==> src/rtl/jpeg_frame_sequencer.sv <==
// Frame-level controller for jpeg_decoder: gates bits, soft-resets, counts rows/blocks, writes framebuffer.
// Optional block-alignment check enabled by defining JPEG_SEQ_ALIGN_CHECK_EN.
module jpeg_frame_sequencer #(
  parameter int WIDTH_BLK  = 40,
  parameter int HEIGHT_BLK = 30,
  parameter int ADDR_W     = 14
) (
  input  logic              clk_in,
  input  logic              rst_in,
  input  logic              start_in,
  input  logic              abort_in,
  input  logic              src_bit_in,
  input  logic              src_valid_in,
  output logic              src_ready_out,
  output logic              dec_rst_out,
  output logic              dec_serial_out,
  output logic              dec_valid_out,
  input  logic [63:0]       dec_row_in,
  input  logic              dec_valid_in,
  input  logic              dec_final_in,
  output logic [ADDR_W-1:0] fb_addr_out,
  output logic [63:0]       fb_data_out,
  output logic              fb_we_out,
  output logic              busy_out,
  output logic              frame_done_out,
  output logic              error_out
);

  localparam int BX_W = (WIDTH_BLK > 1) ? $clog2(WIDTH_BLK) : 1;
  localparam int BY_W = (HEIGHT_BLK > 1) ? $clog2(HEIGHT_BLK) : 1;

  typedef enum logic [1:0] {
    IDLE,
    CLEAR,
    RUN,
    DONE
  } state_t;

  state_t            state, state_nx;
  logic              to_run_q, to_run_nx;
  logic [2:0]        row_q, row_nx;
  logic [BX_W-1:0]   bx_q, bx_nx;
  logic [BY_W-1:0]   by_q, by_nx;
  logic              err_q, err_nx;
  logic              accept;
  logic              row_last;
  logic              bx_last;
  logic              by_last;
  logic              blk_adv;
  logic              bad_align;
  logic [ADDR_W-1:0] addr_c;

  // abort wins over a row arriving in the same cycle
  assign accept   = (state == RUN) & dec_valid_in & ~abort_in;
  assign row_last = (row_q == 3'd7);
  assign bx_last  = (bx_q == BX_W'(WIDTH_BLK - 1));
  assign by_last  = (by_q == BY_W'(HEIGHT_BLK - 1));

`ifdef JPEG_SEQ_ALIGN_CHECK_EN
  assign blk_adv   = row_last | dec_final_in;
  assign bad_align = dec_final_in ^ row_last;
`else
  logic unused_final;
  assign unused_final = dec_final_in;
  assign blk_adv      = row_last;
  assign bad_align    = 1'b0;
`endif

  assign addr_c = ((ADDR_W'(by_q) << 3) + ADDR_W'(row_q))
                * ADDR_W'(WIDTH_BLK) + ADDR_W'(bx_q);

  assign src_ready_out  = (state == RUN);
  assign dec_serial_out = src_bit_in;
  assign dec_valid_out  = src_valid_in & src_ready_out;
  assign dec_rst_out    = rst_in | (state == CLEAR);
  assign busy_out       = (state != IDLE);
  assign frame_done_out = (state == DONE);
  assign error_out      = err_q;

  // next state and row/block counters
  always_comb begin
    state_nx  = state;
    to_run_nx = to_run_q;
    row_nx    = row_q;
    bx_nx     = bx_q;
    by_nx     = by_q;
    err_nx    = err_q;
    unique case (state)
      IDLE: begin
        if (start_in) begin
          state_nx  = CLEAR;
          to_run_nx = 1'b1;
        end
      end
      CLEAR: begin
        row_nx   = '0;
        bx_nx    = '0;
        by_nx    = '0;
        err_nx   = 1'b0;
        state_nx = to_run_q ? RUN : IDLE;
      end
      RUN: begin
        if (abort_in) begin
          state_nx  = CLEAR;
          to_run_nx = 1'b0;
        end else if (accept) begin
          if (bad_align) err_nx = 1'b1;
          if (blk_adv) begin
            row_nx = '0;
            if (bx_last) begin
              bx_nx = '0;
              if (by_last) state_nx = DONE;
              else by_nx = by_q + 1'b1;
            end else begin
              bx_nx = bx_q + 1'b1;
            end
          end else begin
            row_nx = row_q + 3'd1;
          end
        end
      end
      DONE: state_nx = IDLE;
      default: state_nx = IDLE;
    endcase
  end

  // state, counters and the one-cycle-late framebuffer write port
  always_ff @(posedge clk_in) begin
    if (rst_in) begin
      state       <= IDLE;
      to_run_q    <= 1'b0;
      row_q       <= '0;
      bx_q        <= '0;
      by_q        <= '0;
      err_q       <= 1'b0;
      fb_we_out   <= 1'b0;
      fb_addr_out <= '0;
      fb_data_out <= '0;
    end else begin
      state     <= state_nx;
      to_run_q  <= to_run_nx;
      row_q     <= row_nx;
      bx_q      <= bx_nx;
      by_q      <= by_nx;
      err_q     <= err_nx;
      fb_we_out <= accept;
      if (accept) begin
        fb_addr_out <= addr_c;
        fb_data_out <= dec_row_in;
      end
    end
  end

endmodule

==> config.mk <==
export PLATFORM = sky130hd
export DESIGN_NAME = jpeg_frame_sequencer
export DESIGN_NICKNAME = d
export VERILOG_FILES = /design/src/rtl/jpeg_frame_sequencer.sv
export SDC_FILE = /design/constraint.sdc
export NUM_CORES = 1
export LEC_CHECK = 0
export CORE_UTILIZATION = 44
export DETAILED_ROUTE_END_ITERATION = 6
export PLACE_DENSITY = 0.82
export SYNTH_ARGS = -nofsm -noshare
export SYNTH_HDL_FRONTEND = slang
export SYNTH_SLANG_ARGS = --single-unit
==> constraint.sdc <==
create_clock -name clk_in -period 3.7 [get_ports clk_in]
set_input_delay 0.37 -clock clk_in [delete_from_list [all_inputs] [get_ports clk_in]]
set_output_delay 0.37 -clock clk_in [all_outputs]
set_load 0.01 [all_outputs]
==> run_results.csv <==
group,metric,value,unit
setup_path,crit_type,"flip-flop to flip-flop",
clocking,ctsLongestPathBuffers,2,
place,dp_hpwl,7.140,mm
setup_path,r2r-end,"fb_addr_out[12]$_SDFFE_PP0P_",
sta,fmax,345.6,MHz
global_routing,antenna_found_initial,0,
cells_and_area,postLayoutCellArea,5878,um^2
sta,rsz0062_at_grt,"false",
job,cap_violations,0,
setup_path,reg2reg_from,"by_q[0]$_SDFFE_PP0P_",
logic_synthesis,syn_nets,600,
cells_and_area,layout_commonest_cell,"clkdlybuf4s50_1",
sta,drv_slew,0,
place,port_buffers,153,
routing,drt_wl_total,10.25,mm
setup_path,crit_slowest_cell,"fa_1",
logic_synthesis,syn_area,4106,um^2
setup_path,path_buf_inv,0,
setup_path,start_kind,"flip-flop",
floorplan,die_w,98.61,um
setup_path,required,3.98,ns
setup_path,worstPathCellList,"ha_1, ha_1, fa_1, nand3_1, o21ai_1, nand4_2, nor4_2, xnor2_1, a211oi_2",
sta,tightest_slew,0.9455,ns
sta,clock-skew-final,0.01065,ns
logic_synthesis,synth_seq_cells,96,
routing,wl_per_cell,13.56,um
sta,fin_crit_sh,78.19,%
sta,setup_tns,0,ns
clocking,cts_made_buffers,9,
floorplan,ioPinCount,158,
logic_synthesis,async_reset_ff_share,0,%
routing,dr.pass1.iters,4,
logic_synthesis,yosysSeqAreaShare,46.80,%
cells_and_area,num-fill-cells,744,
setup_path,cpPeakStageDelay,0.57,ns
cells_and_area,utilization,66.11,%
floorplan,rows,34,
clocking,clk_latency,0.36,ns
clocking,numClockSinks,96,
logic_synthesis,synth_ff_type,"dfxtp_1",
global_routing,grt_pass1_vias,3641,
clocking,cts.repair.resized,0,
clocking,tritoncts,"yes",
logic_synthesis,synth_cells,506,
cells_and_area,areaGrowthSynthToFinish,43.14,%
place,gp_congestion,0.7995,
cells_and_area,drive_above_1_share,5.093,%
pwr,p_per_area,321.0,nW/um^2
routing,ant_nets,0,
worst_hold_path,holdPathStages,3,
routing,num_vias,3818,
sta,slew_headroom,36.97,%
clocking,clk_pin_slew,0.09,ns
outcome,status,"finished clean",
cells_and_area,final_nets,737,
worst_hold_path,hp-class,"input pin to flip-flop",
clocking,cts_setup_buffers,0,
floorplan,die_h,98.61,um
cells_and_area,antennaDiodeCount,0,
setup_path,cp_max_fo,7,
place,placed_area,5682,um^2
setup_path,cp-end-kind,"flip-flop",
sta,period_minus_slack,2.893,ns
setup_path,critPathArrivalTime,3.17,ns
global_routing,grt_pass1_wl,16.76,mm
floorplan,core,8891,um^2
clocking,cts_hold_buf,0,
routing,drcViolationCount,0,
logic_synthesis,synth_cell_type_count,46,
global_routing,grt_max_degree,93,
pwr,ir_drop,0.1830,mV
cells_and_area,most-common-layout-cells,"152 x clkdlybuf4s50_1, 147 x nand2_1, 96 x dfxtp_1",
global_routing,grt_overflow,0,
sta,hold_viol,0,
logic_synthesis,ys_warn_count,0,
setup_path,crit_family,"adder cells",
worst_hold_path,min-delay-start,"rst_in",
setup_path,ff2ff_setup_slack,0.81,ns
floorplan,dieArea,9723,um^2
global_routing,grt.total_usage,21.36,%
pwr,power_leakage,2.111,nW
clocking,root_buffer,"clkbuf_8",
routing,vias_per_cell,5.050,
floorplan,initial_core_util,46.19,%
sta,setup_viol,0,
clocking,h-tree-depth,3,
logic_synthesis,syn_avg_cell_area,8.115,um^2
setup_path,crit_top_cell,"ha_1",
routing,first_iter_violations,137,
setup_path,ff2ff_path_depth,9,
worst_hold_path,hold_path_end,"by_q[4]$_SDFFE_PP0P_",
logic_synthesis,synth-edff-count,0,
[power breakdown]
| group | switching [mW] | total [mW] | internal (mW) |
|---|---|---|---|
| clock network | 0.374 | 0.694 | 0.320 |
| logic | 0.0556 | 0.145 | 0.0893 |
| registers | 0.00776 | 1.05 | 1.04 |
[per-stage QoR]
stage          setup slack (ns)  cells  hold WS (ns)  power (mW)
2_1_floorplan             1.149    506        0.4612       1.120
3_3_place_gp             0.9565    740        0.4411       1.215
3_5_place_dp             0.8410    740        0.4457       1.217
4_1_cts                  0.8043    756        0.3044       1.906
5_1_grt                  0.6393    756        0.3217       1.968
6_report                 0.8069    756        0.3097       1.887
[worst reg2reg max path, stage by stage (launching register included)]
cell and delay, ns:
dfxtp_1 0.47, ha_1 0.29, ha_1 0.24, fa_1 0.57, nand3_1 0.10, o21ai_1 0.23, nand4_2 0.17, nor4_2 0.36
xnor2_1 0.14, a211oi_2 0.24
[registers in the layout (all words and copies together) (netlist names)]
name / flops
to_run_q: 1
state: 2
by_q: 5
bx_q: 6
row_q: 3
fb_we_out: 1
fb_data_out: 64
fb_addr_out: 14
[synthesized netlist by cell type, types with 2 or more instances]
| cell | count | share of area, % |
|---|---|---|
| xnor2_1 | 10 | 2.1 |
| fa_1 | 2 | 0.98 |
| or2_2 | 2 | 0.30 |
| nor2_1 | 34 | 3.1 |
| nor2b_1 | 3 | 0.46 |
| dfxtp_1 | 96 | 47 |
| nand2_1 | 147 | 13 |
| nor3_1 | 6 | 0.73 |
| xor2_1 | 7 | 1.5 |
| buf_2 | 10 | 1.2 |
| a211oi_1 | 7 | 1.3 |
| ha_1 | 20 | 6.1 |
| inv_1 | 7 | 0.64 |
| nand3_1 | 10 | 1.2 |
| nand4_1 | 4 | 0.61 |
| a21oi_2 | 2 | 0.43 |
| o21bai_1 | 3 | 0.55 |
| o21ai_0 | 6 | 0.73 |
| a21oi_1 | 80 | 9.8 |
| and2_1 | 4 | 0.61 |
| mux2i_1 | 2 | 0.49 |
| buf_4 | 2 | 0.37 |
| clkbuf_1 | 19 | 1.7 |
[metal layers]
layer | global-route usage (%) | up-vias | wire length [um]
met5 | 0 | - | 0
met4 | 7.577 | 0 | 179
met3 | 4.610 | 16 | 640
met2 | 36.78 | 127 | 4991
met1 | 26.42 | 1719 | 4442
li1 | - | 1956 | -
[cell families after synthesis]
kind of cell / share of synthesized area, %
and+or+nand+nor: 22.55
AOI/OAI and AO/OA: 15.33
DFF: 46.80
buffers and inverters: 4.052
adders and majority gates: 7.069
xor gates and xnor gates: 3.626
muxes: 0.4875
other: 0.09132
[worst max path at each step]
stage	from	end	slack, ns	depth (start not counted)
after floorplan	by_q[0]$_SDFFE_PP0P_	fb_addr_out[12]$_SDFFE_PP0P_	1.15	9
after global placement	by_q[0]$_SDFFE_PP0P_	fb_addr_out[12]$_SDFFE_PP0P_	0.96	9
after detailed placement	by_q[0]$_SDFFE_PP0P_	fb_addr_out[12]$_SDFFE_PP0P_	0.84	9
after CTS	by_q[0]$_SDFFE_PP0P_	fb_addr_out[12]$_SDFFE_PP0P_	0.80	9
after global routing	by_q[0]$_SDFFE_PP0P_	fb_addr_out[12]$_SDFFE_PP0P_	0.64	9
final	by_q[0]$_SDFFE_PP0P_	fb_addr_out[12]$_SDFFE_PP0P_	0.81	9
[area by class of cell]
type | count | area, um^2 | area share [%]
clock buffer | 11 | 131.4 | 2.235
sequential | 96 | 1922 | 32.69
timing repair buffer | 157 | 1556 | 26.48
multi-input combinational | 371 | 2038 | 34.67
clock inverter | 5 | 65.06 | 1.107
tap | 108 | 135.1 | 2.299
inverter | 8 | 30.03 | 0.5109
Note: power is estimated with default switching activity, not from simulation.
